`src/rtl/des_key_sched_dec.sv`:
```
// DES decryption key schedule: takes the post-PC-1 halves C0/D0 and streams the 16 round
// subkeys K16..K1 over a valid/ready handshake, one subkey per accepted beat.
// Halves and subkey use descending vectors; FIPS 46-3 bit 1 is the MSB
// (c_in[27], d_in[27], subkey[47]).
// Optional build macro DES_KEYSCHED_BIDIR_EN adds an `encrypt` input that selects K1..K16 order.
module des_key_sched_dec #(
  parameter bit CLEAR_ON_DONE = 1'b1
) (
  input  logic        clk,
  input  logic        rst,
  input  logic        start,
`ifdef DES_KEYSCHED_BIDIR_EN
  input  logic        encrypt,
`endif
  input  logic [27:0] c_in,
  input  logic [27:0] d_in,
  output logic        busy,
  output logic        sub_valid,
  input  logic        sub_ready,
  output logic [47:0] subkey,
  output logic [3:0]  round_idx,
  output logic        last,
  output logic        done
);

  typedef enum logic [1:0] {StIdle, StEmit, StDone} stateT;

  stateT       state, stateNext;
  logic [3:0]  cnt, cntNext;
  logic [27:0] c_reg, d_reg, cNext, dNext;
  logic        encMode;  // held direction for the running sequence
  logic        loadEnc;  // direction requested at load time
  logic        shiftTwo;
  logic [55:0] cd;

  function automatic logic [27:0] rotR(input logic [27:0] x, input logic two);
    return two ? {x[1:0], x[27:2]} : {x[0], x[27:1]};
  endfunction

  function automatic logic [27:0] rotL(input logic [27:0] x, input logic two);
    return two ? {x[25:0], x[27:26]} : {x[26:0], x[27]};
  endfunction

`ifdef DES_KEYSCHED_BIDIR_EN
  assign loadEnc = encrypt;

  // Latch the direction at load so it stays fixed for the whole sequence
  always_ff @(posedge clk or posedge rst) begin
    if (rst) begin
      encMode <= 1'b0;
    end else if (state == StIdle && start) begin
      encMode <= encrypt;
    end
  end
`else
  assign loadEnc = 1'b0;
  assign encMode = 1'b0;
`endif

  // Steps after beats 0, 7 and 14 shift by one; all others by two (same table both directions)
  assign shiftTwo = !(cnt == 4'd0 || cnt == 4'd7 || cnt == 4'd14);

  // Next-state logic: load, rotate on each accepted beat, finish after the 16th beat
  always_comb begin
    stateNext = state;
    cntNext   = cnt;
    cNext     = c_reg;
    dNext     = d_reg;
    unique case (state)
      StIdle: begin
        if (start) begin
          stateNext = StEmit;
          cntNext   = 4'd0;
          // Decryption starts from C16 = C0; encryption starts from C1 = C0 <<< 1
          cNext     = loadEnc ? rotL(c_in, 1'b0) : c_in;
          dNext     = loadEnc ? rotL(d_in, 1'b0) : d_in;
        end
      end
      StEmit: begin
        if (sub_ready) begin
          if (cnt == 4'd15) begin
            stateNext = StDone;
            if (CLEAR_ON_DONE) begin
              cNext = '0;
              dNext = '0;
            end
          end else begin
            cntNext = cnt + 4'd1;
            cNext   = encMode ? rotL(c_reg, shiftTwo) : rotR(c_reg, shiftTwo);
            dNext   = encMode ? rotL(d_reg, shiftTwo) : rotR(d_reg, shiftTwo);
          end
        end
      end
      StDone: begin
        stateNext = StIdle;
      end
      default: begin
        stateNext = StIdle;
      end
    endcase
  end

  // State, beat counter and key-half registers
  always_ff @(posedge clk or posedge rst) begin
    if (rst) begin
      state <= StIdle;
      cnt   <= 4'd0;
      c_reg <= '0;
      d_reg <= '0;
    end else begin
      state <= stateNext;
      cnt   <= cntNext;
      c_reg <= cNext;
      d_reg <= dNext;
    end
  end

  // PC-2 selection; cd[56-n] is FIPS bit n of C||D, subkey MSB is FIPS bit 1
  assign cd = {c_reg, d_reg};

  always_comb begin
    subkey = {
      cd[56-14], cd[56-17], cd[56-11], cd[56-24], cd[56-1],  cd[56-5],
      cd[56-3],  cd[56-28], cd[56-15], cd[56-6],  cd[56-21], cd[56-10],
      cd[56-23], cd[56-19], cd[56-12], cd[56-4],  cd[56-26], cd[56-8],
      cd[56-16], cd[56-7],  cd[56-27], cd[56-20], cd[56-13], cd[56-2],
      cd[56-41], cd[56-52], cd[56-31], cd[56-37], cd[56-47], cd[56-55],
      cd[56-30], cd[56-40], cd[56-51], cd[56-45], cd[56-33], cd[56-48],
      cd[56-44], cd[56-49], cd[56-39], cd[56-56], cd[56-34], cd[56-53],
      cd[56-46], cd[56-42], cd[56-50], cd[56-36], cd[56-29], cd[56-32]
    };
  end

  // Handshake and status outputs decoded from state and beat counter
  always_comb begin
    sub_valid = (state == StEmit);
    busy      = (state == StEmit);
    last      = (state == StEmit) && (cnt == 4'd15);
    done      = (state == StDone);
    // Round 16 wraps to 4'd0 in either direction
    round_idx = encMode ? (cnt + 4'd1) : (4'd0 - cnt);
  end

endmodule

```
`config.mk`:
```
export PLATFORM = sky130hd
export DESIGN_NAME = des_key_sched_dec
export DESIGN_NICKNAME = d
export VERILOG_FILES = /design/src/rtl/des_key_sched_dec.sv
export SDC_FILE = /design/constraint.sdc
export NUM_CORES = 1
export LEC_CHECK = 0
export CAP_MARGIN = 20
export CORE_MARGIN = 3
export CORE_UTILIZATION = 49
export DETAILED_ROUTE_END_ITERATION = 8
export PLACE_DENSITY = 0.79
export SYNTH_ARGS = -nofsm -noshare
export SYNTH_HDL_FRONTEND = slang
export SYNTH_SLANG_ARGS = --single-unit
```
`constraint.sdc`:
```
create_clock -name clk -period 4 [get_ports clk]
set_input_delay 0.6 -clock clk [delete_from_list [all_inputs] [get_ports clk]]
set_output_delay 0.6 -clock clk [all_outputs]
set_load 0.1 [all_outputs]
```
==> metrics, run 1 <==
share of the clock period used by the worst path after layout 0.769; Inserted Clock Buffers 9; storage element area 1560 um^2; number of nets still failing antenna checks after routing 0; post-synthesis mux area share 0.245; Critical Path Source Type flop; CTS tree done; post-synthesis adder-cell area fraction 0.00675; die footprint 12700 um^2; area share of xor/xnor cells in the synthesized design 0.00315; Multi-input gate area 3250 um^2; initial drt markers 247; largest stage delay on the critical path about 1.2 ns; Ports 116; Fin Clk Skew about 0.0051 ns; CP Cell Sequence inv_1 -> ha_1 -> xnor2_1 -> clkdlybuf4s50_1; Final Hold Vio Count 0; detailed-route wire length per cell 17.4 um; count of warnings emitted by yosys 0; post-detailed-route via-to-cell ratio approximately 6.0; Die X-Extent 113 um; ant diodes 0; net count after synthesis 670; Congestion Overflow GR 0; count of nets after finishing 695; WL final 13500 um; Core ar. roughly 11000 um^2; count of TritonRoute iterations in the first routing pass 4; critical path class reg2out; critical path data arrival time 2.47 ns; WP buf/inv 2; setup_tns 0 ns; floorplan die height ~110 um; number of standard cells after synthesis 607; CTS Hold Buffers Added 0; Resize count post-CTS 0; standard-cell rows 38; Synth async-reset ratio 1.00; Seq/Total Area, Yosys 0.279; initial core utilization 0.506; Port Buffer Count between 100 and 150; final weighted congestion of routability-driven global placement 0.867; Slew Limit Fails 0; unique cell type count in the Yosys netlist 36; most used flip-flop cell after synthesis sky130_fd_sc_hd__dfrtp_1; worst min-delay path class reg2reg; relative slew slack 0.298; Post-synth EDFFs 0; HPWL reported at the end of detailed placement 8610 um; Worst Tran Pin Value around 1.1 ns; total DRC errors in the routed layout 0; maximum count of clock buffers along a single path 2; final setup fails 0; overall global routing resource usage 0.210; latest clock arrival within the worst-skew pair 0.32 ns; initial antenna violation count 0; number of H-tree branching levels 3; Cell Area, Synth about 5600 um^2; achievable clock frequency 0.325 GHz; register clock-pin slew on the reported worst setup and hold paths 0.05 ns; max cap viols 0; capturing element type of the critical path output pin; clock period minus final worst setup slack 3.07 ns; largest fanout of any net on the critical path 7; largest family of logic cells by synthesized area multiplexers; pin count of the biggest net entering global routing 113; cell with the largest stage delay on the worst path sky130_fd_sc_hd__clkdlybuf4s50_1; via count of the first global-routing pass 4386; status completed; commonest cells after routing, fill and taps aside 170 x sky130_fd_sc_hd__nor2_1, 112 x sky130_fd_sc_hd__clkdlybuf4s50_1, 60 x sky130_fd_sc_hd__dfrtp_1; area fraction in compound gates after synthesis 0.187; Post-Synthesis Mean Instance Area 9.16 um^2; unrepaired setup endpoints after global routing false; register bit total from synthesis 62; family of cells with the greatest summed delay on the critical path buffers and inverters; number of inserted filler cells in the final layout 971; number of buffers added for setup after CTS 0; post-synthesis to final-layout area growth 17.4%; share of final-layout standard cells stronger than drive strength 1 0.137; first-pass GRT wire length roughly 22000 um; most common cell after layout, fill and taps aside sky130_fd_sc_hd__nor2_1; total via count in the routed design 4628; simple-gate share of the synthesized area 0.139; Num Clock Sinks 62; root cell of the clock tree sky130_fd_sc_hd__clkbuf_16; data required time of the worst path 3.40 ns
## area by class of cell
cell class / count / area share
Clock buffer: 12 / 0.0393
Clock inverter: 4 / 0.00690
Inverter: 4 / 0.00230
Multi-Input combinational cell: 432 / 0.498
Sequential cell: 62 / 0.238
Tap cell: 140 / 0.0268
Timing Repair Buffer: 123 / 0.188
## kinds of logic after synthesis
family | Yosys count
muxes | 113
DFF | 62
adders and majority gates | 3
and+or+nand+nor | 193
AOI/OAI and AO/OA | 121
buffers and inverters | 113
xor gates and xnor gates | 2
## cell usage after synthesis (5+ instances only)
master	instances	area share
sky130_fd_sc_hd__buf_2	20	0.018
sky130_fd_sc_hd__o32a_1	56	0.10
sky130_fd_sc_hd__a211oi_1	57	0.077
sky130_fd_sc_hd__buf_4	52	0.070
sky130_fd_sc_hd__mux2i_1	56	0.10
sky130_fd_sc_hd__nand2_1	5	0.0034
sky130_fd_sc_hd__mux2_4	40	0.11
sky130_fd_sc_hd__nor2_1	170	0.11
sky130_fd_sc_hd__clkbuf_1	24	0.016
sky130_fd_sc_hd__mux2_2	10	0.020
sky130_fd_sc_hd__mux2_1	6	0.012
sky130_fd_sc_hd__dfrtp_1	62	0.28
## worst register-to-register path: stages (launching register included)
cell and delay (ns):
sky130_fd_sc_hd__dfrtp_1 0.46, sky130_fd_sc_hd__inv_1 0.11, sky130_fd_sc_hd__ha_1 0.25, sky130_fd_sc_hd__mux2i_4 0.13
sky130_fd_sc_hd__buf_4 0.75, sky130_fd_sc_hd__mux2i_1 0.34, sky130_fd_sc_hd__a211oi_1 0.11, sky130_fd_sc_hd__o32a_1 0.39
## layer usage
layer  track usage  share of wire  vias up  routed length (um)
li1              -              -     2216                   -
met1         0.289           0.45     2261                6120
met2         0.341           0.48      137                6530
met3        0.0377          0.053       14                 716
met4        0.0529          0.011        0                 146
met5             0              0        -                   0
## final timing paths
path                                      to      start  depth (start not counted)  slack [ns]
worst min register to register     c_reg[19]  c_reg[19]                          1        0.55
worst max-delay path            round_idx[2]     cnt[0]                          4        0.93
worst min-delay path               c_reg[19]  c_reg[19]                          1        0.55
min in group asynchronous          d_reg[16]        rst                          2        0.69
worst max register to register     c_reg[13]     cnt[0]                          7        1.36
max in group asynchronous             cnt[2]        rst                          3        2.34
## stage by stage
step	hold WS [ns]	util	setup WS, ns	cells	instance area (um^2)
2_1_floorplan	0.515	-	0.898	607	5560
3_3_place_gp	0.536	0.565	1.21	760	6210
3_5_place_dp	0.545	0.565	1.15	760	6210
4_1_cts	0.556	0.593	0.930	776	6510
5_1_grt	0.574	0.594	0.855	777	6530
6_report	0.553	0.594	0.925	777	6530
Power of run 1 is not shown: default switching activity piles up to over one toggle a cycle in this logic, so the estimate is an artifact.
==> inputs of run 2 (changes only) <==
CORE_UTILIZATION = 48   (was 49)
PLACE_DENSITY = 0.81   (was 0.79)
clock period = 2.82 ns   (was 4 ns; I/O delays follow)
==> run 2 against run 1 <==
  * First-iteration DRC count increased by 26%
  * Register-to-register slack got worse by 0.94 ns
  * Setup slack got worse by 0.54 ns
  * Non-clock buffer count increased by 5
  * Clock-buffer cell count unchanged
  * Flip-flop and latch count unchanged
  * Largest cell class unchanged
  * Hold slack got worse by 0.021 ns
==> metrics, run 2 (synthesis gave the netlist of run 1 again) <==
root cell of the clock tree sky130_fd_sc_hd__clkbuf_16; core occupancy in the finished layout 0.589 (-0.00555); number of nets still failing antenna checks after routing 0 (unchanged); initial core utilization 0.502 (-0.00435); relative slew slack 0.528 (+0.230); Num Clock Sinks 62 (unchanged); cell type with the highest occurrence count on the critical path sky130_fd_sc_hd__buf_4; number of buffers added for setup after CTS 0 (unchanged); final setup fails 0 (unchanged); Core ar. 11100 um^2 (+0.87%); floorplan die height 114 um (+0.98%); HPWL reported at the end of detailed placement 8990 um (+4.5%); Die X-Extent 114 um (+0.98%); cell with the largest stage delay on the worst path sky130_fd_sc_hd__dfrtp_2; Inserted Clock Buffers 9 (unchanged); critical path data arrival time 2.01 ns (-0.46 ns); die footprint 12900 um^2 (+2.0%); most common cell after layout, fill and taps aside sky130_fd_sc_hd__nor2_1; max cap viols 0 (unchanged); register clock-pin slew on the reported worst setup and hold paths 0.05 ns (about the same); post-synthesis to final-layout area growth 17.3% (about the same); worst min-delay path class in2async; Fin Clk Skew 0.00578 ns (+0.000654 ns); initial antenna violation count 0 (unchanged); CP Cell Sequence buf_4 -> nor2b_1 -> buf_4; number of H-tree branching levels 3 (unchanged); Final Cell Area 6520 um^2 (about the same); pin count of the biggest net entering global routing 89 (-21%); CTS Hold Buffers Added 0 (unchanged); largest fanout of any net on the critical path 43 (+36); WL final 13700 um (+1.0%); Resize count post-CTS 0 (unchanged); share of final-layout standard cells stronger than drive strength 1 0.229 (+0.0924); maximum count of clock buffers along a single path 2 (unchanged); initial drt markers 311 (+26%); share of the clock period used by the worst path after layout 0.864; Ports 116 (unchanged); latest clock arrival within the worst-skew pair 0.34 ns (+0.02 ns); launch point of the worst reg-to-reg path cnt[0]; Congestion Overflow GR 0 (unchanged); count of TritonRoute iterations in the first routing pass 4 (unchanged); Critical Path Source Type flop; via count of the first global-routing pass 4520 (+3.1%); achievable clock frequency 0.410 GHz; largest stage delay on the critical path 0.67 ns (-0.48 ns); Setup crit start state[1]; ant diodes 0 (unchanged); worst-case reg-to-reg path depth 7 (unchanged); first-pass GRT wire length 22400 um (+0.56%); placed cell count 766 (+0.79%); critical path endpoint done; CTS tree done; Worst Tran Pin Value 0.708 ns (-0.346 ns); status completed; data required time of the worst path 2.40 ns (-1.00 ns); fin cells 782 (+0.64%); total via count in the routed design 4617 (-0.24%); setup_tns 0 ns (unchanged); clock period minus final worst setup slack 2.44 ns; Slew Limit Fails 0 (unchanged); standard-cell rows 38 (unchanged); total DRC errors in the routed layout 0 (unchanged); overall global routing resource usage 0.211 (+0.00152); Port Buffer Count 115 (unchanged); final weighted congestion of routability-driven global placement 0.808 (-6.8%); reg-to-reg endpoint d_reg[1]; critical path class reg2out; count of nets after finishing 700 (+0.72%); capturing element type of the critical path output pin; Final Hold Vio Count 0 (unchanged); post-detailed-route via-to-cell ratio 5.90 (-0.88%); unrepaired setup endpoints after global routing false; instance area at placement 6220 um^2 (+0.24%); detailed-route wire length per cell 17.5 um (+0.36%); commonest cells after routing, fill and taps aside 170 x sky130_fd_sc_hd__nor2_1, 61 x sky130_fd_sc_hd__buf_4, 60 x sky130_fd_sc_hd__dfrtp_1; setup slack on the worst flop-to-flop path 0.42 ns (-0.94 ns)
==> run 2: per-layer routing <==
layer | global-route usage | up-vias | share of wire
met1 | 0.283 | 2247 | 0.45
met5 | 0 | - | 0
met2 | 0.340 | 131 | 0.48
li1 | - | 2224 | -
met3 | 0.0424 | 15 | 0.060
met4 | 0.0729 | 0 | 0.017
==> run 2: critical path, delay by kind of cell, from the launching register on <==
| kind | cells | cell delay [ns] |
|---|---|---|
| buffers and inverters | 2 | 0.81 |
| AND/OR/NAND/NOR | 1 | 0.19 |
| flip-flops | 1 | 0.67 |
==> run 2: how the worst min path moves through the flow <==
| stage | slack, ns | cells past startpoint | startpoint | to |
|---|---|---|---|---|
| 6_report | 0.53 | 2 | rst | d_reg[16] |
| 5_1_grt | 0.59 | 1 | c_reg[19] | c_reg[19] |
| 4_1_cts | 0.55 | 2 | rst | d_reg[12] |
| 3_5_place_dp | 0.55 | 1 | c_reg[19] | c_reg[19] |
| 3_3_place_gp | 0.54 | 1 | d_reg[13] | d_reg[13] |
| 2_1_floorplan | 0.52 | 1 | c_reg[19] | c_reg[19] |
==> run 2: final cells by class <==
type,instances,area (um^2)
multi-input cells,432,3270
fillers,975,4550
well taps,140,175
clock inverters,4,45.0
repair buffers,128,1210
inverters,4,15.0
clock buffers,12,256
flip-flops and latches,62,1560
==> run 2: metrics by stage <==
step | setup slack (ns) | hold WS (ns)
2_1_floorplan | 0.131 | 0.515
3_5_place_dp | 0.468 | 0.548
5_1_grt | 0.242 | 0.585
3_3_place_gp | 0.555 | 0.537
4_1_cts | 0.376 | 0.553
6_report | 0.383 | 0.533
Power of run 2 is left out for the same reason.
==> inputs of run 3 (changes only) <==
CORE_ASPECT_RATIO = 0.7   (was not set)
==> run 3 against run 2 <==
  * Register-to-register slack better by 0.12 ns
  * Fmax up 4.7%
  * Non-clock buffer count down 2
  * Clock skew up 0.0012 ns
  * Setup slack better by 0.11 ns
  * Wire length up 5.1%
  * Via count up 0.87%
  * Sequential share of layout area up 0.11 points
  * Clock-buffer cell count up 2
  * Hold slack better by 0.028 ns
  * Largest cell class unchanged
  * First-iteration DRC count up 37%
  * Flip-flop and latch count unchanged
==> metrics, run 3 (synthesis gave the netlist of run 1 again) <==
Ports 116 (unchanged); WL final 14300 um (+5.1%); launch point of the worst reg-to-reg path cnt[0]; Multi-input gate area 3270 um^2 (unchanged); ant diodes 0 (unchanged); Core ar. 11200 um^2 (+0.84%); Setup crit start cnt[0]; Num Clock Sinks 62 (unchanged); count of nets after finishing 698 (-0.29%); final weighted congestion of routability-driven global placement 0.820 (+1.5%); die footprint 12900 um^2 (+0.16%); achievable clock frequency 0.430 GHz (+4.7%); number of nets still failing antenna checks after routing 0 (unchanged); share of the clock period used by the worst path after layout 0.825 (-0.0388); share of final-layout standard cells stronger than drive strength 1 0.222 (-0.00675); CTS Hold Buffers Added 0 (unchanged); commonest cells after routing, fill and taps aside 170 x sky130_fd_sc_hd__nor2_1, 60 x sky130_fd_sc_hd__dfrtp_1, 59 x sky130_fd_sc_hd__clkdlybuf4s50_1, 59 x sky130_fd_sc_hd__buf_4, 57 x sky130_fd_sc_hd__a211oi_1; data required time of the worst path 2.40 ns (about the same); WP buf/inv 1 (-1); number of inserted filler cells in the final layout 952 (-2.4%); Worst Tran Pin Value 0.828 ns (+0.120 ns); detailed-route wire length per cell 18.1 um (+3.7%); critical path class reg2out; pin count of the biggest net entering global routing 119 (+34%); final setup fails 0 (unchanged); standard-cell rows 32 (-16%); register clock-pin slew on the reported worst setup and hold paths 0.06 ns (about the same); Slew Limit Fails 0 (unchanged); worst min-delay path class reg2reg; Congestion Overflow GR 0 (unchanged); Inserted Clock Buffers 9 (unchanged); initial core utilization 0.498 (-0.00416); total via count in the routed design 4657 (+0.87%); clock period minus final worst setup slack 2.33 ns (-0.109 ns); via count of the first global-routing pass 4574 (+1.2%); CP Cell Sequence ha_1 -> nand3_2 -> nor2_1 -> buf_4; HPWL reported at the end of detailed placement 9130 um (+1.5%); Final Hold Vio Count 0 (unchanged); post-synthesis to final-layout area growth 16.7%; number of buffers added for setup after CTS 0 (unchanged); relative slew slack 0.447 (-0.0802); number of H-tree branching levels 3 (unchanged); overall global routing resource usage 0.222 (+0.0108); Port Buffer Count 115 (unchanged); Critical Path Source Type flop; Die X-Extent 135 um (+18%); cell with the largest stage delay on the worst path sky130_fd_sc_hd__dfrtp_1; setup_tns 0 ns (unchanged); root cell of the clock tree sky130_fd_sc_hd__clkbuf_16; count of TritonRoute iterations in the first routing pass 4 (unchanged); family of cells with the greatest summed delay on the critical path flip-flops; initial drt markers 425 (+37%); latest clock arrival within the worst-skew pair 0.33 ns (about the same); floorplan die height 96.1 um (-15%); first-pass GRT wire length 23500 um (+5.0%); initial antenna violation count 0 (unchanged); largest stage delay on the critical path 0.47 ns (-0.20 ns); largest fanout of any net on the critical path 7 (-84%); max cap viols 0 (unchanged); status completed; beginning of the worst hold path c_reg[19]; capturing element type of the critical path output pin; Resize count post-CTS 0 (unchanged); post-detailed-route via-to-cell ratio 5.88 (-0.41%); storage element area 1560 um^2 (unchanged); total DRC errors in the routed layout 0 (unchanged); CTS tree done; unrepaired setup endpoints after global routing false; Fin Clk Skew 0.00700 ns (+0.00122 ns); maximum count of clock buffers along a single path 2 (unchanged); most common cell after layout, fill and taps aside sky130_fd_sc_hd__nor2_1; critical path data arrival time 1.90 ns (-0.11 ns)
## run 3: through the flow
step                      std cells   util  instance area (um^2)  hold slack (ns)  setup WS [ns]
after global placement          777  0.557                  6220            0.538          0.610
after detailed placement        777  0.557                  6220            0.552          0.561
final                           792  0.581                  6490            0.560          0.492
after floorplan                 607      -                  5580            0.515          0.131
after CTS                       792  0.581                  6490            0.562          0.509
after global routing            792  0.581                  6490            0.572          0.421
## run 3: worst paths after layout
path,end,slack (ns),cells past startpoint
hold reg to reg,c_reg[19],0.56,1
setup reg to reg,d_reg[1],0.54,7
min in group asynchronous,c_reg[27],0.58,2
max in group asynchronous,d_reg[15],1.59,3
hold / removal,c_reg[19],0.56,1
setup / recovery,last,0.49,4
## run 3: per-layer routing
layer / vias to the layer above / routed length (um) / share of wire / GRT usage
met2: 182 / 6510 / 0.45 / 0.350
met1: 2246 / 6800 / 0.47 / 0.315
met4: 0 / 131 / 0.0091 / 0.0492
met3: 11 / 901 / 0.063 / 0.0475
li1: 2218 / - / - / -
met5: - / 0 / 0 / 0
## run 3: cell type report
type	count	share of cell area
Timing Repair Buffer	126	0.184
Inverter	4	0.00231
Sequential cell	62	0.240
Tap cell	153	0.0295
Clock buffer	14	0.0407
Multi-Input combinational cell	432	0.503
Clock inverter	1	0.000771
Power of run 3 is left out for the same reason.
==> variant 1, RTL diff (flow settings as in run 2) <==
The parameter `CLEAR_ON_DONE` goes from 1'b1 to 1'b0.
--- a/src/rtl/des_key_sched_dec.sv
+++ b/src/rtl/des_key_sched_dec.sv
@@ -4,7 +4,7 @@
 // (c_in[27], d_in[27], subkey[47]).
 // Optional build macro DES_KEYSCHED_BIDIR_EN adds an `encrypt` input that selects K1..K16 order.
 module des_key_sched_dec #(
-  parameter bit CLEAR_ON_DONE = 1'b1
+  parameter bit CLEAR_ON_DONE = 1'b0
 ) (
   input  logic        clk,
   input  logic        rst,
Formal check against the unedited RTL: same outputs for any inputs over 4 cycles, from zero or initial values and one cycle with rst high; that may be too few to reach the edited logic, so the function may still have changed.
==> variant 1 against run 2 <==
Sequential cell count stayed put; critical path depth is 1 higher; cell area is 30% lower; clock skew is 0.0053 ns higher; setup slack better by 0.33 ns; area after synthesis is 34% lower; wire length is 39% lower; critical path type unchanged.
Power is left out: the tool's default activity adds up to more than one toggle a clock period on the data nets, which glitch-free logic cannot reach.
==> variant 1: results (changes against run 2) <==
| Metric | Value |
|---|---|
| Seq/Total Area, Yosys | `42.25% (was 27.89%)` |
| Critical-path top delay cell | `dfrtp_1 (was dfrtp_2)` |
| CP peak stage delay | `0.43 ns (was 0.67 ns)` |
| # fillers | `612 (was 975)` |
| Met3 Use GR | `3.459% (was 4.244%)` |
| Setup crit end | `last (was done)` |
| R2r setup slk | `0.78 ns (was 0.42 ns)` |
| Placed cell count | `494 (was 766)` |
| Vias in the first global route | `2800 (was 4520)` |
| First-pass GRT wire length | `13770 um (was 22380 um)` |
| Placed cell area | `4315 sq um (was 6222 sq um)` |
| Vias per std cell | `5.563 (was 5.904)` |
| HPWL after DPL | `5831 um (was 8993 um)` |
| Syn Nets | `411 (was 670)` |
| Largest cells by area after synthesis | `dfrtp_1 42%, mux2i_1 16%, buf_4 12%, a22oi_1 11%, o21ai_1 7.9% (was dfrtp_1 28%, nor2_1 11%, mux2_4 11%, mux2i_1 10%, o32a_1 10%)` |
| Largest net degree at the start of global routing | `57 (was 89)` |
| Skew final | `0.01113 ns (was 0.005783 ns)` |
| Fraction of layout cells with a size suffix above 1 | `21.65% (was 22.90%)` |
| # nets final | `469 (was 700)` |
| Utilization after layout | `61.97% (was 58.89%)` |
| Final wirelength | `8396 um (was 13650 um)` |
| Total Routing Usage GR | `19.64% (was 21.10%)` |
| Clock-pin slew on the worst setup and hold paths | `0.09 ns (was 0.05 ns)` |
| Grt met1 use | `26.69% (was 28.33%)` |
| Min Hold Slack | `0.4640 ns (was 0.5327 ns)` |
| WL met3 | `553 um (was 821 um)` |
| Cell Count, Final, Fillers Out | `510 (was 782)` |
| Synth top cells by count | `62 x dfrtp_1, 58 x o21ai_1, 57 x buf_4, 57 x mux2i_1, 55 x a22oi_1 (was 170 x nor2_1, 62 x dfrtp_1, 57 x a211oi_1, 56 x mux2i_1, 56 x o32a_1)` |
| Met1 wire length | `3617 um (was 6080 um)` |
| Status | `completed (unchanged)` |
| Synthesized area per cell | `10.55 sq um (was 9.164 sq um)` |
| RD Place Congestion | `0.7624 (was 0.8081)` |
| CP Data Arrival Time | `1.68 ns (was 2.01 ns)` |
| Final setup margin | `0.7131 ns (was 0.3831 ns)` |
| Reg2Reg Capture Point | `d_reg[5]$_DFFE_PP0P_ (was d_reg[1]$_DFFE_PP0P_)` |
## variant 1: cell count changes after synthesis, moves of 17 or more
cell / before / now
mux2_4: 40 / 1
a211oi_1: 57 / 0
o32a_1: 56 / 0
a22oi_1: 0 / 55
o21ai_1: 0 / 58
clkbuf_1: 24 / 7
nor2_1: 170 / 3
## variant 1: logic make-up (layout without fill, tap and decap cells)
family | after synthesis | in the layout | share of synthesized area, %
AO/OA/AOI/OAI | 119 | 119 | 20.34
buffers and inverters | 81 | 144 | 16.42
flip-flops | 62 | 62 | 42.25
multiplexers | 59 | 59 | 16.25
AND/OR/NAND/NOR | 22 | 22 | 3.237
adder cells (fa/ha/maj) | 3 | 3 | 1.022
XOR/XNOR | 2 | 2 | 0.4771
## variant 1: layout make-up
type	instances	area share, %
Tap cell	99	2.727
Timing Repair Buffer	123	24.13
Clock inverter	7	2.286
Clock buffer	9	2.727
Sequential cell	62	34.15
Multi-Input combinational cell	205	33.57
Inverter	5	0.4131
==> variant 2, RTL diff (config.mk and constraints of run 2) <==
Made on the original files. The 3 states of `stateT` get a one-hot encoding in 3 bits.
--- a/src/rtl/des_key_sched_dec.sv
+++ b/src/rtl/des_key_sched_dec.sv
@@ -23,7 +23,7 @@
   output logic        done
 );
 
-  typedef enum logic [1:0] {StIdle, StEmit, StDone} stateT;
+  typedef enum logic [2:0] {StIdle = 3'b001, StEmit = 3'b010, StDone = 3'b100} stateT;
 
   stateT       state, stateNext;
   logic [3:0]  cnt, cntNext;
Check against the original RTL: no difference found for any inputs over 10 cycles, from zero or initial values and one cycle with rst high; not proved beyond that.
==> variant 2 against run 2 <==
Setup slack worse by 0.15 ns; cell area is 6.6% lower; wire length is 6.6% higher; via count rose by 5.3%; critical path depth is 3 higher; register-to-register slack lost 0.19 ns; area after synthesis is 7.4% lower; worst hold slack lost 0.074 ns; die area fell by 7.1%; sequential cell count grew 1; count of clock-buffer cells in the layout stayed put.
Power is left out: the tool's default activity adds up to more than one toggle a clock period on the data nets, which glitch-free logic cannot reach.
==> variant 2: results (changes against run 2) <==
| Metric | Value |
|---|---|
| Worst-Skew Late Latency | `0.35 ns` |
| First-pass GRT wire length | `23120 um (was 22380 um)` |
| R2r setup slk | `0.23 ns (was 0.42 ns)` |
| Xor-xnor portion of the synthesized cell area | `0.3402% (was 0.3149%)` |
| # nets final | `691 (was 700)` |
| Final wirelength | `14560 um (was 13650 um)` |
| CP max FO | `37 (was 43)` |
| Yosys Warn Count | `0 (unchanged)` |
| Largest net degree at the start of global routing | `69 (was 89)` |
| Clock root buffer | `clkbuf_8 (was clkbuf_16)` |
| H-tree levels | `3 (unchanged)` |
| Yosys cell types | `40 (was 36)` |
| Synth Area in Adders | `0.7290% (was 0.6748%)` |
| Antenna violations before repair | `0 (unchanged)` |
| Main flop type after synthesis | `dfrtp_1 (unchanged)` |
| Initial DRC Count | `492 (was 311)` |
| Compound-Gate Fraction of Synth Area | `35.58% (was 18.71%)` |
| Clock-pin slew on the worst setup and hold paths | `0.08 ns (was 0.05 ns)` |
| CP Data Arrival Time | `2.85 ns (was 2.01 ns)` |
| Syn Nets | `660 (was 670)` |
| Hold WC Path Type | `primary input to asynchronous set/reset pin (unchanged)` |
| Share of flip-flops with an asynchronous set or reset | `100.0% (unchanged)` |
| Slew HR | `37.12% (was 52.75%)` |
| Vias in the first global route | `4630 (was 4520)` |
| Synth Instances | `597 (was 607)` |
| Synth top cells by count | `62 x dfrtp_1, 58 x o21a_1, 57 x buf_4, 54 x o22ai_1, 44 x nand2_1 (was 170 x nor2_1, 62 x dfrtp_1, 57 x a211oi_1, 56 x mux2i_1, 56 x o32a_1)` |
| Seq/Total Area, Yosys | `30.64% (was 27.89%)` |
| Placed cell count | `753 (was 766)` |
| HPWL after DPL | `9257 um (was 8993 um)` |
| Port buffer count | `115 (unchanged)` |
| N_diodes | `0 (unchanged)` |
| Post_cts resized | `0 (unchanged)` |
| Post-CTS setup buffer count | `0 (unchanged)` |
| DR WL/cell | `18.93 um (was 17.46 um)` |
| Post-synthesis mux area share | `8.870% (was 24.52%)` |
| RD Place Congestion | `0.8145 (was 0.8081)` |
| Skew final | `0.01106 ns (was 0.005783 ns)` |
| Fraction of layout cells with a size suffix above 1 | `16.59% (was 22.90%)` |
| Status | `completed (unchanged)` |
| Total Routing Usage GR | `23.88% (was 21.10%)` |
| Total CTS buffers | `9 (unchanged)` |
| 1st-pass router iterations | `5 (was 4)` |
| Max clock buf depth | `2 (unchanged)` |
| Largest cells by area after synthesis | `dfrtp_1 30%, o21a_1 8.5%, buf_4 8.3%, mux2i_1 8.2%, a2bb2oi_1 6.8% (was dfrtp_1 28%, nor2_1 11%, mux2_4 11%, mux2i_1 10%, o32a_1 10%)` |
| Vias per std cell | `6.322 (was 5.904)` |
-- variant 2: cell families (layout without fill, tap and decap cells) --
kind of cell	count (synthesis)	after routing
buffers and inverters	116	152
muxes	44	44
and+or+nand+nor	103	103
AOI/OAI and AO/OA	266	266
adders and majority gates	3	3
DFF	63	63
xor gates and xnor gates	2	2
-- variant 2: path summary, 6_finish.rpt --
check                                        end  cells past startpoint                   from
setup / recovery           d_reg[16]$_DFFE_PP0P_                      6     cnt[0]$_DFFE_PP0P_
hold / removal             d_reg[17]$_DFFE_PP0P_                      3                    rst
setup reg to reg           d_reg[16]$_DFFE_PP0P_                      6     cnt[0]$_DFFE_PP0P_
hold reg to reg            c_reg[19]$_DFFE_PP0P_                      2  c_reg[19]$_DFFE_PP0P_
max in group asynchronous   state[0]$_DFFE_PP1P_                      3                    rst
min in group clk           c_reg[19]$_DFFE_PP0P_                      2  c_reg[19]$_DFFE_PP0P_
-- variant 2: layout make-up --
type,instances,area [sq um]
multi-input cells,418,2955
inverters,4,15.01
repair buffers,132,1201
clock inverters,4,20.02
clock buffers,12,155.1
well taps,136,170.2
fillers,942,4274
flip-flops and latches,63,1579
-- variant 2: per-layer routing --
layer | part of all wire [%] | global-route usage, % | vias to the layer above
met3 | 6.1 | 3.112 | 29
met5 | 0 | 0 | -
li1 | - | - | 2284
met1 | 45 | 33.97 | 2355
met4 | 1.9 | 8.459 | 0
met2 | 47 | 37.27 | 194
-- variant 2: critical path, cell delays in order (launching register included) --
cell and delay, ns:
dfrtp_1 0.46, ha_1 0.31, and3_1 0.28, nor2_4 0.73, buf_4 0.40, o22ai_1 0.13
a31oi_1 0.18
-- variant 2: metrics by stage --
step / util [%] / setup slack [ns] / hold slack, ns / area, sq um
floorplan: - / 0.2398 / 0.5287 / 5171
finish: 58.78 / 0.2303 / 0.4583 / 6096
global route: 58.78 / 0.05004 / 0.4888 / 6096
detailed placement: 57.09 / 0.2757 / 0.5792 / 5921
CTS: 58.78 / 0.2622 / 0.4776 / 6096
global placement: 57.09 / 0.3929 / 0.5618 / 5921
